File: config.mk
export PLATFORM = sky130hd
export DESIGN_NAME = alu_seq_core
export DESIGN_NICKNAME = d
export VERILOG_FILES = /design/src/rtl/cr16_alu_pkg.sv /design/src/rtl/alu_addsub.sv /design/src/rtl/alu_seq_core.sv
export SDC_FILE = /design/constraint.sdc
export NUM_CORES = 1
export LEC_CHECK = 0
export CORE_ASPECT_RATIO = 1.75
export CORE_MARGIN = 10
export CORE_UTILIZATION = 40
export CTS_BUF_LIST = sky130_fd_sc_hd__clkbuf_4
export CTS_CLUSTER_DIAMETER = 120
export DETAILED_ROUTE_END_ITERATION = 8
export REMOVE_ABC_BUFFERS = 1
export SETUP_SLACK_MARGIN = 0.4
export SLEW_MARGIN = 0
export SYNTH_ARGS = -nofsm -noshare
export SYNTH_HDL_FRONTEND = slang
export SYNTH_SLANG_ARGS = --single-unit
File: constraint.sdc
create_clock -name clk -period 7.48 [get_ports clk]
set_input_delay 1.87 -clock clk [delete_from_list [all_inputs] [get_ports clk]]
set_output_delay 1.87 -clock clk [all_outputs]
set_load 0.02 [all_outputs]
File: src/rtl/cr16_alu_pkg.sv
// ----------------------------------------------------------------------------
// cr16_alu_pkg
// Shared definitions for the CR16 sequential ALU:
//   - opcode encodings presented on the 4-bit op port
//   - bit positions of the PSR flags inside the 5-bit flags word {C,L,F,Z,N}
//   - FSM state encoding used by alu_seq_core
// ----------------------------------------------------------------------------
package cr16_alu_pkg;

    localparam logic [3:0] OP_ADD = 4'd0;
    localparam logic [3:0] OP_AND = 4'd1;
    localparam logic [3:0] OP_OR  = 4'd2;
    localparam logic [3:0] OP_XOR = 4'd3;
    localparam logic [3:0] OP_SUB = 4'd4;
    localparam logic [3:0] OP_SLL = 4'd5;
    localparam logic [3:0] OP_SRA = 4'd6;
    localparam logic [3:0] OP_SRL = 4'd7;
    localparam logic [3:0] OP_CMP = 4'd8;
    localparam logic [3:0] OP_MUL = 4'd9;

    localparam int FLG_C = 4;
    localparam int FLG_L = 3;
    localparam int FLG_F = 2;
    localparam int FLG_Z = 1;
    localparam int FLG_N = 0;

    typedef enum logic [1:0] {
        ST_IDLE  = 2'd0,
        ST_SHIFT = 2'd1,
        ST_MUL   = 2'd2
    } state_t;

endpackage

File: src/rtl/alu_addsub.sv
// ----------------------------------------------------------------------------
// alu_addsub
// Combinational WIDTH-bit adder/subtractor shared by ADD, SUB, CMP and the
// MUL accumulate step.
// Ports:
//   x, y  in   WIDTH  operands
//   sub   in   1      0: sum = x + y, 1: sum = x - y
//   sum   out  WIDTH  result
//   cb    out  1      carry out (add) or borrow, i.e. x < y unsigned (sub)
//   ovf   out  1      two's-complement overflow of the operation
// ----------------------------------------------------------------------------
module alu_addsub #(
    parameter int WIDTH = 16
) (
    input  logic [WIDTH-1:0] x,
    input  logic [WIDTH-1:0] y,
    input  logic             sub,
    output logic [WIDTH-1:0] sum,
    output logic             cb,
    output logic             ovf
);

    logic [WIDTH-1:0] yy;
    logic [WIDTH:0]   full;

    always_comb begin
        yy   = sub ? ~y : y;
        full = {1'b0, x} + {1'b0, yy} + {{WIDTH{1'b0}}, sub};
        sum  = full[WIDTH-1:0];
        // Subtraction is x + ~y + 1, so a missing carry means a borrow.
        cb   = sub ? ~full[WIDTH] : full[WIDTH];
        // Overflow when both effective addends share a sign the sum lacks.
        ovf  = (x[WIDTH-1] == yy[WIDTH-1]) && (sum[WIDTH-1] != x[WIDTH-1]);
    end

endmodule

File: src/rtl/alu_seq_core.sv
// ----------------------------------------------------------------------------
// alu_seq_core
// Multi-cycle ALU for the CR16 datapath. Logic ops, ADD/SUB/CMP and zero-
// amount shifts complete at the accept edge; non-zero shifts run one bit per
// clock and MUL runs as WIDTH shift-add steps. Result and PSR flags are held
// in registers until the next operation.
// Ports:
//   clk     in   1      rising-edge clock
//   reset   in   1      asynchronous active-high reset
//   start   in   1      accept op/a/b while idle
//   op      in   4      opcode (see cr16_alu_pkg)
//   a, b    in   WIDTH  operands; b[SHAMT_W-1:0] is the shift amount
//   busy    out  1      multi-cycle operation in progress
//   done    out  1      one-cycle pulse, result/flags valid
//   result  out  WIDTH  registered result
//   flags   out  5      registered {C,L,F,Z,N}
// ----------------------------------------------------------------------------
module alu_seq_core
    import cr16_alu_pkg::*;
#(
    parameter int WIDTH      = 16,
    parameter int ENABLE_MUL = 1
) (
    input  logic             clk,
    input  logic             reset,
    input  logic             start,
    input  logic [3:0]       op,
    input  logic [WIDTH-1:0] a,
    input  logic [WIDTH-1:0] b,
    output logic             busy,
    output logic             done,
    output logic [WIDTH-1:0] result,
    output logic [4:0]       flags
);

    localparam int SHAMT_W = $clog2(WIDTH);
    localparam int CNT_W   = SHAMT_W + 1;

    state_t             state, state_n;
    logic [CNT_W-1:0]   cnt, cnt_n;
    logic [WIDTH-1:0]   result_n;
    logic [4:0]         flags_n;
    logic               done_n;
    logic [WIDTH-1:0]   work, work_n;
    logic [WIDTH-1:0]   acc, acc_n;
    logic [WIDTH-1:0]   mcand, mcand_n;
    logic [WIDTH-1:0]   mplier, mplier_n;
    logic [3:0]         sop, sop_n;
    logic [WIDTH-1:0]   shifted;

    logic [WIDTH-1:0]   add_x, add_y, add_sum;
    logic               add_sub, add_cb, add_ovf;
    logic [SHAMT_W-1:0] shamt;

    function automatic logic [WIDTH-1:0] shift1(input logic [3:0] o,
                                                input logic [WIDTH-1:0] v);
        case (o)
            OP_SLL:  return v << 1;
            OP_SRA:  return {v[WIDTH-1], v[WIDTH-1:1]};
            default: return v >> 1;
        endcase
    endfunction

    assign shamt = b[SHAMT_W-1:0];
    assign busy  = (state != ST_IDLE);

    // While multiplying, the adder accumulates the shifted multiplicand
    // whenever the current multiplier bit is set; otherwise it serves a/b.
    always_comb begin
        add_x   = a;
        add_y   = b;
        add_sub = (op != OP_ADD);
        if (state == ST_MUL) begin
            add_x   = acc;
            add_y   = mplier[0] ? mcand : '0;
            add_sub = 1'b0;
        end
    end

    alu_addsub #(.WIDTH(WIDTH)) u_addsub (
        .x   (add_x),
        .y   (add_y),
        .sub (add_sub),
        .sum (add_sum),
        .cb  (add_cb),
        .ovf (add_ovf)
    );

    always_comb begin
        state_n  = state;
        cnt_n    = cnt;
        result_n = result;
        flags_n  = flags;
        done_n   = 1'b0;
        work_n   = work;
        acc_n    = acc;
        mcand_n  = mcand;
        mplier_n = mplier;
        sop_n    = sop;
        shifted  = shift1(sop, work);

        case (state)
            ST_IDLE: begin
                if (start) begin
                    done_n = 1'b1;
                    case (op)
                        OP_ADD, OP_SUB: begin
                            result_n       = add_sum;
                            flags_n[FLG_C] = add_cb;
                            flags_n[FLG_F] = add_ovf;
                        end
                        OP_CMP: begin
                            flags_n[FLG_L] = add_cb;
                            // Signed less-than: sign of a-b corrected by overflow.
                            flags_n[FLG_N] = add_sum[WIDTH-1] ^ add_ovf;
                            flags_n[FLG_Z] = (add_sum == '0);
                        end
                        OP_AND: result_n = a & b;
                        OP_OR:  result_n = a | b;
                        OP_XOR: result_n = a ^ b;
                        OP_SLL, OP_SRA, OP_SRL: begin
                            if (shamt == '0) begin
                                result_n = a;
                            end else begin
                                done_n  = 1'b0;
                                work_n  = a;
                                sop_n   = op;
                                cnt_n   = {1'b0, shamt};
                                state_n = ST_SHIFT;
                            end
                        end
                        OP_MUL: begin
                            if (ENABLE_MUL != 0) begin
                                done_n   = 1'b0;
                                acc_n    = '0;
                                mcand_n  = a;
                                mplier_n = b;
                                cnt_n    = CNT_W'(WIDTH);
                                state_n  = ST_MUL;
                            end else begin
                                result_n = '0;
                            end
                        end
                        default: result_n = '0;
                    endcase
                end
            end
            ST_SHIFT: begin
                work_n = shifted;
                cnt_n  = cnt - CNT_W'(1);
                if (cnt == CNT_W'(1)) begin
                    result_n = shifted;
                    done_n   = 1'b1;
                    state_n  = ST_IDLE;
                end
            end
            ST_MUL: begin
                acc_n    = add_sum;
                mcand_n  = mcand << 1;
                mplier_n = mplier >> 1;
                cnt_n    = cnt - CNT_W'(1);
                if (cnt == CNT_W'(1)) begin
                    result_n = add_sum;
                    done_n   = 1'b1;
                    state_n  = ST_IDLE;
                end
            end
            default: state_n = ST_IDLE;
        endcase
    end

    always_ff @(posedge clk or posedge reset) begin
        if (reset) begin
            state  <= ST_IDLE;
            cnt    <= '0;
            done   <= 1'b0;
            result <= '0;
            flags  <= '0;
        end else begin
            state  <= state_n;
            cnt    <= cnt_n;
            done   <= done_n;
            result <= result_n;
            flags  <= flags_n;
        end
    end

    // Working registers are always loaded before use, so they need no reset.
    always_ff @(posedge clk) begin
        work   <= work_n;
        acc    <= acc_n;
        mcand  <= mcand_n;
        mplier <= mplier_n;
        sop    <= sop_n;
    end

endmodule
==> results.md <==
* Total number of H-tree levels at 3
* WP data required at 7.93 ns
* Run status: complete, no violations
* Fraction of layout cells with a size suffix above 1 at 5.967%
* Boundary pin count at 62
* Top-count cell post-synth: sky130_fd_sc_hd__nand2_1
* Number of synthesized register bits at 97
* Remaining DRCs at 0
* Synth Cell Area at 6959 um2
* Via density at 5.831
* Starting density of the core at 40.87%
* Die width at 119.7 um
* Post-synth top area cell: sky130_fd_sc_hd__edfxtp_1
* Upper clock frequency limit at 170.2 MHz
* Clock latency of the later-clocked register in the worst-skew pair at 0.50 ns
* Routed WL per cell at 20.62 um
* Die Span Y at 194.5 um
* Buffers plus inverters on the worst setup path at 2
* Critical path launch point type: primary input
* RSZ-0062 raised after global routing: no
* Post-synth EDFFs at 68
* Kind of end point of the critical path: flop
* Cell type group with the largest total delay on the critical path: compound AO/OA/AOI/OAI gates
* Number of violations reported at the end of detailed-routing iteration 0 at 502
* Count of synthesis-stage warnings from yosys at 0
* Sequential fraction of the synthesis area at 39.77%
* Hold Violations, Final at 0
* Headroom to the max-slew limit at 41.45%
* Critical path, cell by cell: clkdlybuf4s50_1 -> nor4_4 -> xnor2_1 -> o21ai_0 -> inv_1 -> fa_1 -> xor2_1 -> o2111ai_1 -> nor4_1 -> nand4bb_1 -> a2111oi_2 -> o2111ai_1 -> nor4_1 -> a32o_1
* Remaining global-route overflow at 0
* Sink count of the clock tree at 97
* Post-synthesis instance total at 796
* Routed Wire Length at 21.99 mm
* Max cap viols at 0
* Clock tree from TritonCTS: done
* PwrDens at 291.4 nW/um2
* Post CTS Setup Buffer Count at 0
* Standby leakage power at 3.176 nW
* Avg Synthesized Cell Area at 8.743 um2
* Sum of net half-perimeters after detailed placement at 15.87 mm
* Die outline area at 23,280 um2
* Detailed-route via count at 6,216
* Type of the setup path with the least slack: primary input to flop
* Crit Path Max Fanout at 11
* Post-route design area at 7980 um2
* Final slew viol count at 0
* Top-area cell type share of the netlist area at 29.34%
* Port Buffer Count at 61
* Post_cts resized at 0
* Primary FF master, synth: sky130_fd_sc_hd__edfxtp_1
* Setup TNS at 0 ns
* Placed inst area at 7815 um2
* Critical path's largest stage delay at 0.64 ns
* Flop2flop setup slack at 2.50 ns
* Clock transition at the registers of the reported paths at 0.17 ns
* Min-Delay Path Class: flop to flop
* Post-layout power at 2.325 mW
* Post-route antenna net violation count at 0
* Final layout net count at 926
* Max clock buf depth at 2
* Number of filler cells placed in the layout at 1,683
* Top cells by count, synth: sky130_fd_sc_hd__nand2_1 (154), sky130_fd_sc_hd__edfxtp_1 (68), sky130_fd_sc_hd__o21ai_0 (60), sky130_fd_sc_hd__ha_1 (53), sky130_fd_sc_hd__inv_1 (53)
* Inserted Clock Buffers at 9
* Final worst-path cycle share at 78.55%
* Site row count at 63
* Number of global-route vias before repair at 6,373
* First-pass GRT wire length at 34.92 mm
* Maximum number of pins on one net before global-route repair at 66
* Core outline area at 17,030 um2
* Signed area change from the synthesized netlist to the final layout at 14.67%
* Worst ir drop on vdd at 185.9 uV
* Cts-stage hold buffer count at 0
* Setup violations, final at 0
* Period minus WS final at 5.876 ns
* Biggest area contributors in the synthesized netlist: sky130_fd_sc_hd__edfxtp_1 (29%), sky130_fd_sc_hd__dfrtp_1 (10%), sky130_fd_sc_hd__ha_1 (9.5%), sky130_fd_sc_hd__nand2_1 (8.3%), sky130_fd_sc_hd__o21ai_0 (4.3%)
* Highest-delay cell along the critical path: sky130_fd_sc_hd__nor4_4
* Initial DRT Pass Iterations at 5
* Number of antenna violations at the first check in global routing at 1
* Final Skew at 0.02054 ns
* Actual transition at the worst max-transition pin at 0.8782 ns
* All-layer global routing usage at 18.73%
* Post-route core utilization at 46.87%
* Clock Tree Root: sky130_fd_sc_hd__clkbuf_4
* Library cells used by synthesis at 75
* Global placement routability congestion at 0.9516
* Data arrival time of the critical path at 6.33 ns
* Share of synthesized registers carrying an async set or reset at 29.90%
-- worst min-delay path, delay by kind of cell (launching register included) --
kind,cells,cell delay (ns)
AO/OA/AOI/OAI,1,0.05
flip-flops,1,0.37
AND/OR/NAND/NOR,1,0.05
-- cell usage in the layout (no fill, tap or decap), types with 3 or more instances in the layout --
cell and n:
sky130_fd_sc_hd__and2_1 11, sky130_fd_sc_hd__nand2_1 154, sky130_fd_sc_hd__xnor2_1 19, sky130_fd_sc_hd__buf_4 15
sky130_fd_sc_hd__a22oi_1 3, sky130_fd_sc_hd__or3_1 5, sky130_fd_sc_hd__xor2_1 3, sky130_fd_sc_hd__nor3_1 12
sky130_fd_sc_hd__a221oi_1 6, sky130_fd_sc_hd__o21ai_0 60, sky130_fd_sc_hd__o2111ai_1 5, sky130_fd_sc_hd__o31ai_1 9
sky130_fd_sc_hd__nand4_1 3, sky130_fd_sc_hd__nor2_1 50, sky130_fd_sc_hd__or2_2 3, sky130_fd_sc_hd__clkbuf_4 11
sky130_fd_sc_hd__a211oi_1 4, sky130_fd_sc_hd__dfrtp_1 29, sky130_fd_sc_hd__and3_1 4, sky130_fd_sc_hd__a221o_1 3
sky130_fd_sc_hd__clkdlybuf4s50_1 61, sky130_fd_sc_hd__a222oi_1 6, sky130_fd_sc_hd__a311oi_1 4, sky130_fd_sc_hd__a21oi_1 41
sky130_fd_sc_hd__o21a_1 4, sky130_fd_sc_hd__mux2i_1 17, sky130_fd_sc_hd__o221ai_1 3, sky130_fd_sc_hd__or2_1 3
sky130_fd_sc_hd__o21ai_1 9, sky130_fd_sc_hd__nand3b_1 5, sky130_fd_sc_hd__nor4_1 4, sky130_fd_sc_hd__ha_1 52
sky130_fd_sc_hd__inv_1 53, sky130_fd_sc_hd__a21o_1 14, sky130_fd_sc_hd__a31oi_1 7, sky130_fd_sc_hd__edfxtp_1 68
sky130_fd_sc_hd__nand3_1 10, sky130_fd_sc_hd__o22ai_1 5, sky130_fd_sc_hd__nand2b_1 5, sky130_fd_sc_hd__o211ai_1 10
-- cell families after synthesis --
family / Yosys count / share of synthesized area (%)
xor+xnor: 22 / 2.769
flops: 97 / 39.77
compound gates: 216 / 20.44
buf+inv: 105 / 6.023
simple gates: 284 / 18.57
fa+ha+maj: 54 / 9.817
mux: 18 / 2.607
-- worst paths after layout --
path | from | cells past startpoint | to
setup reg to reg | state[0] | 15 | flags[1]
hold reg to reg | result[3] | 2 | result[3]
setup / recovery | op[1] | 14 | flags[1]
min in group asynchronous | reset | 3 | result[8]
hold / removal | result[3] | 2 | result[3]
max in group asynchronous | reset | 3 | result[12]
-- area by class of cell --
type	count	area [um2]	share of cell area (%)
Antenna cell	1	2.502	0.03136
Clock buffer	11	82.58	1.035
Clock inverter	5	80.08	1.003
Inverter	55	206.4	2.587
Multi-Input combinational cell	594	3834	48.04
Sequential cell	97	2768	34.68
Tap cell	227	284.0	3.559
Timing Repair Buffer	76	723.2	9.062
-- layer usage --
metal | GRT usage [%] | routed length [um] | up-vias
met1 | 20.95 | 8562 | 3009
met2 | 32.69 | 11320 | 211
met4 | 10.91 | 1045 | 0
met5 | 0 | 0 | -
met3 | 2.757 | 1054 | 72
li1 | - | - | 2924
-- sequential cells by signal, indices dropped and copies added, names as in the netlist --
register,flops
flags,5
mcand,16
acc,16
sop,4
result,16
state,2
work,16
cnt,5
done,1
mplier,16
-- power breakdown --
group | switching (mW) | leakage [nW] | internal, mW | total, mW
logic | 0.752 | 2.09 | 0.440 | 1.19
clock network | 0.195 | 0.0831 | 0.142 | 0.337
registers | 0.0747 | 1.01 | 0.722 | 0.797
-- stage by stage --
stage               setup slack (ns)  std cells  hold WS, ns
floorplan                      1.592        746       0.4713
global placement               1.285       1049       0.4652
detailed placement             1.189       1049       0.4648
CTS                            1.721       1065       0.4978
global route                   1.295       1066       0.5287
finish                         1.605       1066       0.4963
(Power assumes the default switching activity.)
